### config.mk
export PLATFORM = sky130hd
export DESIGN_NAME = count_check_cw16
export DESIGN_NICKNAME = d
export VERILOG_FILES = /design/src/rtl/count_check_cw16.sv
export SDC_FILE = /design/constraint.sdc
export NUM_CORES = 1
export LEC_CHECK = 0
export BUFFER_PORTS_ARGS = -buffer_cell sky130_fd_sc_hd__buf_2
export CAP_MARGIN = 10
export CORE_MARGIN = 2
export CORE_UTILIZATION = 55
export CTS_CLUSTER_DIAMETER = 50
export DETAILED_ROUTE_END_ITERATION = 7
export HOLD_SLACK_MARGIN = 0.06
export PLACE_DENSITY = 0.82
export SYNTH_ARGS = -nofsm -noshare
export SYNTH_HDL_FRONTEND = slang
export SYNTH_SLANG_ARGS = --single-unit
### constraint.sdc
create_clock -name clk -period 6 [get_ports clk]
set_clock_uncertainty 0.05 [all_clocks]
set_input_delay 0.6 -clock clk [delete_from_list [all_inputs] [get_ports clk]]
set_output_delay 0.6 -clock clk [all_outputs]
set_load 0.05 [all_outputs]
### src/rtl/count_check_cw16.sv
`default_nettype none
// ============================================================================
//  Module      : count_check_cw16
//  Description : Frame-count checker. Watches the per-beat down-count tag
//                produced by an upstream counter, locks onto frame boundaries
//                (final beat with count 0) and forwards only beats whose
//                count and end-of-frame flag match the locally tracked
//                expectation. Mismatches are dropped, flagged with a one-cycle
//                pulse and tallied in a saturating 16-bit error counter.
//                Forwarded beats leave through a registered output stage with
//                a one-entry skid, giving full throughput and a registered
//                s_axis_tready.
//
//  Ports       : clk, sync_reset              clock / synchronous reset
//                s_axis_tvalid/tready/tdata   input beat handshake + payload
//                s_axis_count, s_axis_final_cnt  per-beat count tag and EOF
//                cnt_limit                    frame length minus one
//                m_axis_tvalid/tready/tdata/tlast  output beat stream
//                locked                       checker is tracking frames
//                err_pulse, err_count         mismatch pulse / saturating count
//
//  Revision    : 1.0  initial release
// ============================================================================
module count_check_cw16 #(
    parameter int DATA_WIDTH = 32
) (
    input  logic                  clk,
    input  logic                  sync_reset,
    input  logic                  s_axis_tvalid,
    input  logic [DATA_WIDTH-1:0] s_axis_tdata,
    input  logic [15:0]           s_axis_count,
    input  logic                  s_axis_final_cnt,
    output logic                  s_axis_tready,
    input  logic [15:0]           cnt_limit,
    output logic                  m_axis_tvalid,
    output logic [DATA_WIDTH-1:0] m_axis_tdata,
    output logic                  m_axis_tlast,
    input  logic                  m_axis_tready,
    output logic                  locked,
    output logic                  err_pulse,
    output logic [15:0]           err_count
);

    typedef enum logic [0:0] {
        SEARCH = 1'b0,
        LOCKED = 1'b1
    } state_t;

    localparam logic [15:0] c_ERR_MAX = 16'hFFFF;

    // ------------------------------------------------------------------
    // Checker state
    // ------------------------------------------------------------------
    state_t      r_state;
    state_t      w_state_nxt;
    logic [15:0] r_expected;
    logic [15:0] w_expected_nxt;
    logic        r_err_pulse;
    logic [15:0] r_err_count;

    // ------------------------------------------------------------------
    // Output stage: main register plus one skid entry
    // ------------------------------------------------------------------
    logic                  r_ready;
    logic                  r_out_valid;
    logic [DATA_WIDTH-1:0] r_out_data;
    logic                  r_out_last;
    logic                  r_skid_valid;
    logic [DATA_WIDTH-1:0] r_skid_data;
    logic                  r_skid_last;

    logic w_accept;
    logic w_final_beat;
    logic w_match;
    logic w_fwd;
    logic w_mismatch;
    logic w_out_free;
    logic w_out_load_skid;
    logic w_out_load_in;
    logic w_skid_load;
    logic w_out_valid_nxt;
    logic w_skid_valid_nxt;

    // ------------------------------------------------------------------
    // Next-state / classification
    // ------------------------------------------------------------------
    always_comb begin
        w_accept       = s_axis_tvalid & r_ready & ~sync_reset;
        w_final_beat   = s_axis_final_cnt & (s_axis_count == 16'd0);
        w_match        = (s_axis_count == r_expected) &
                         (s_axis_final_cnt == (r_expected == 16'd0));
        w_state_nxt    = r_state;
        w_expected_nxt = r_expected;
        w_fwd          = 1'b0;
        w_mismatch     = 1'b0;

        if (w_accept) begin
            if (r_state == SEARCH) begin
                // Everything seen while searching is dropped; a frame end
                // gives us the phase, and the next frame starts at cnt_limit.
                if (w_final_beat) begin
                    w_state_nxt    = LOCKED;
                    w_expected_nxt = cnt_limit;
                end
            end else if (w_match) begin
                w_fwd = 1'b1;
                // The frame length is picked up only at the wrap, so a
                // cnt_limit change never disturbs a frame in flight.
                if (r_expected == 16'd0) begin
                    w_expected_nxt = cnt_limit;
                end else begin
                    w_expected_nxt = r_expected - 16'd1;
                end
            end else begin
                w_mismatch = 1'b1;
                if (w_final_beat) begin
                    // A frame end is still a valid phase reference: resync
                    // in place instead of dropping back to SEARCH.
                    w_expected_nxt = cnt_limit;
                end else begin
                    w_state_nxt    = SEARCH;
                    w_expected_nxt = 16'd0;
                end
            end
        end
    end

    always_ff @(posedge clk) begin
        if (sync_reset) begin
            r_state     <= SEARCH;
            r_expected  <= 16'd0;
            r_err_pulse <= 1'b0;
            r_err_count <= 16'd0;
        end else begin
            r_state     <= w_state_nxt;
            r_expected  <= w_expected_nxt;
            r_err_pulse <= w_mismatch;
            if (w_mismatch && (r_err_count != c_ERR_MAX)) begin
                r_err_count <= r_err_count + 16'd1;
            end
        end
    end

    // ------------------------------------------------------------------
    // Output buffer control. The skid only fills when a beat is forwarded
    // while the output register is stalled; s_axis_tready is the registered
    // inverse of skid occupancy, so the skid is always empty when a beat
    // can arrive.
    // ------------------------------------------------------------------
    always_comb begin
        w_out_free       = ~r_out_valid | m_axis_tready;
        w_out_load_skid  = w_out_free & r_skid_valid;
        w_out_load_in    = w_out_free & ~r_skid_valid & w_fwd;
        w_skid_load      = w_fwd & ~w_out_free;
        w_out_valid_nxt  = w_out_free ? (r_skid_valid | w_fwd) : 1'b1;
        w_skid_valid_nxt = w_skid_load | (r_skid_valid & ~w_out_free);
    end

    always_ff @(posedge clk) begin
        if (sync_reset) begin
            r_out_valid  <= 1'b0;
            r_skid_valid <= 1'b0;
            r_ready      <= 1'b0;
        end else begin
            r_out_valid  <= w_out_valid_nxt;
            r_skid_valid <= w_skid_valid_nxt;
            r_ready      <= ~w_skid_valid_nxt;
        end
    end

    // Payload registers carry no reset; their valid flags gate them.
    always_ff @(posedge clk) begin
        if (w_out_load_skid) begin
            r_out_data <= r_skid_data;
            r_out_last <= r_skid_last;
        end else if (w_out_load_in) begin
            r_out_data <= s_axis_tdata;
            r_out_last <= s_axis_final_cnt;
        end
        if (w_skid_load) begin
            r_skid_data <= s_axis_tdata;
            r_skid_last <= s_axis_final_cnt;
        end
    end

    assign s_axis_tready = r_ready;
    assign m_axis_tvalid = r_out_valid;
    assign m_axis_tdata  = r_out_data;
    assign m_axis_tlast  = r_out_last;
    assign locked        = (r_state == LOCKED);
    assign err_pulse     = r_err_pulse;
    assign err_count     = r_err_count;

endmodule
`default_nettype wire

==> out/metrics.cfg <==
[clocking]
numCtsBuffers=9
cts.sinks=103
clk_pin_slew_worst_paths_ns=0.10
root_buffer=clkbuf_8
cts_hold_buf=0
cts_resized=0
htreeDepth=3
cts_tree=built
cts_buffer_depth=2
clock_latency_ns=0.36
cts_setup_buffers=0

[route]
wl_per_cell_um=16.6
routed_wl_mm=10.5
ant_nets=0
drtPass1Iterations=4
post-route-drc-count=0
viasPerCell=5.99
drt_iter0_markers=205
vias=3789

[finish]
fin_nets=593
areaGrowthSynthToFinish_pct=16.9
final_util_pct=66.1
register_area_sq_um=2720
drive_gt1_share_pct=36.4
fill_cells=664
multi_input_area_sq_um=2050
antennaDiodeCount=0

[synthesis]
synth_top_area_cell=edfxtp_1
syn_inst=408
yosys-top-cells-count=edfxtp_1, mux2_2, dfxtp_1
avgSynthCellArea_sq_um=12.0
ys_async_sr_fraction_pct=0
netlist_area_sq_um=4910
yosysMostFrequentCell=edfxtp_1
yosysSeqAreaShare_pct=55.5
ys.flop_type=edfxtp_1
syn_nets=480
synth_cell_types=64
synth_top_area_share_pct=40.4
yosysWarnings=0
synth-edff-count=66
synth_seq_cells=103
synthTopCellsByArea=edfxtp_1, dfxtp_1, mux2_2

[timing]
post-route-period-util_pct=56.6
min_period_ns=3.40
hold_viol_final=0
max_freq_mhz=294
fin_tns_setup_ns=0
final_max_slew_viol_count=0
rsz0062_at_grt=false
tightest_slew_ns=0.969
max-slew-margin-rel_pct=35.2
setup_violations=0

[critical_path]
worstSetupStartpointType=primary input
required_ns=5.94
critPathCapture=r_skid_data[13]
r2r-end=r_skid_data[13]
ff2ff_path_depth=7
crit_arrival_ns=3.33
criticalPathCategory=primary input to flop
end_kind=flop
worstPathMaxFanout=33
r2r-start=r_expected[0]
reg2reg_slack_ns=2.69
cp-startpoint=sync_reset

[floorplan]
die_y_um=98.5
die_x_um=98.5
die_area_sq_um=9690
rows=34
start_util_pct=56.5
ios=122
core_sq_um=8680

[grt]
grt_antenna_before_repair=0
grt_pass1_vias=3492
grt.total_usage_pct=21.4
grt_pass1_wl_mm=16.8
grt_max_degree=34
grt_overflow=0

[place]
hpwl_mm=7.69
port_buffers=121
place.gp.congestion=0.942

[power_and_ir_drop]
leakage_nw=2.28
powerDensity_nw_per_um2=212
p_total_w=0.00122
ir_worst_vdd_mv=0.135

[outcome]
status=complete, no violations

[min_path]
min_path_type=primary input to flop

[flow_run]
cap_violations=0

[power by group]
| group | total, W | internal [W] | switching [W] |
|---|---|---|---|
| Combinational | 0.0000626 | 0.0000312 | 0.0000315 |
| Sequential | 0.000752 | 0.000752 | 0.000000338 |
| Clock | 0.000401 | 0.000156 | 0.000245 |
| Total | 0.00122 | 0.000939 | 0.000277 |
[layout by cell type, fill, tap and decap left out, types with 3 or more instances in the layout]
master,n
a21oi_1,20
a221o_1,5
a2bb2oi_1,3
and2_1,6
and3_1,7
and4_1,3
buf_2,121
clkbuf_8,9
dfxtp_1,37
edfxtp_1,66
ha_1,3
inv_1,8
mux2_2,38
mux2i_1,5
nand2_1,19
nand2b_1,5
nand3_1,13
nand4_1,7
nor2_1,20
nor3_1,7
nor4_1,9
o211a_1,3
o21a_1,5
o21ai_0,12
o22ai_1,7
o311ai_1,6
o41ai_1,6
or2_2,4
or3_1,5
or4_1,4
xor2_1,18
[flip-flops by register name, summed over array words and instances, names as in the netlist]
register,cells
err_pulse,1
m_axis_tdata,32
r_skid_data,32
r_skid_last,1
r_expected,16
m_axis_tvalid,1
r_skid_valid,1
err_count,16
s_axis_tready,1
m_axis_tlast,1
locked,1
[critical path: stages]
cell and delay [ns]:
buf_2 0.22, inv_1 0.48, and3_1 0.41, nand2_1 0.18, nor4_2 0.55, nor2b_4 0.87
[cell families (layout without fill, tap and decap cells)]
family / after synthesis / after routing / synth area share, %
adder cells (fa/ha/maj): 3 / 3 / 0.765
flip-flops: 103 / 103 / 55.5
AO/OA/AOI/OAI: 83 / 83 / 12.4
XOR/XNOR: 20 / 20 / 3.57
buffers and inverters: 30 / 147 / 2.98
AND/OR/NAND/NOR: 126 / 126 / 15.1
multiplexers: 43 / 43 / 9.74
[worst min-delay path by stage]
stage / from / endpoint / cells after the start
finish: s_axis_tdata[28] / r_skid_data[28] / 1
global placement: err_count[4] / err_count[4] / 2
CTS: s_axis_tdata[28] / r_skid_data[28] / 1
global route: s_axis_tdata[28] / r_skid_data[28] / 1
detailed placement: err_count[4] / err_count[4] / 2
floorplan: r_expected[0] / r_expected[0] / 2
[per-layer routing]
| metal | GRT usage (%) | up-vias | share of wire (%) |
|---|---|---|---|
| met5 | 0 | - | 0 |
| met4 | 7.38 | 0 | 2.0 |
| met3 | 3.69 | 22 | 6.6 |
| met2 | 34.4 | 158 | 47 |
| met1 | 29.7 | 1804 | 44 |
| li1 | - | 1805 | - |
[through the flow]
step	hold slack (ns)	area, sq um	worst slack, ns	instances
floorplan	0.439	4910	2.27	408
global route	0.351	5740	2.40	633
finish	0.372	5740	2.60	633
detailed placement	0.451	5560	2.23	618
CTS	0.356	5740	2.63	633
global placement	0.436	5560	2.37	618
[area by class of cell]
| class | count | share of cell area (%) |
|---|---|---|
| Clock buffer | 9 | 2.16 |
| Clock inverter | 6 | 0.938 |
| Inverter | 9 | 0.589 |
| Multi-Input combinational cell | 275 | 35.7 |
| Sequential cell | 103 | 47.5 |
| Tap cell | 108 | 2.36 |
| Timing Repair Buffer | 123 | 10.8 |
(Power assumes the default switching activity.)
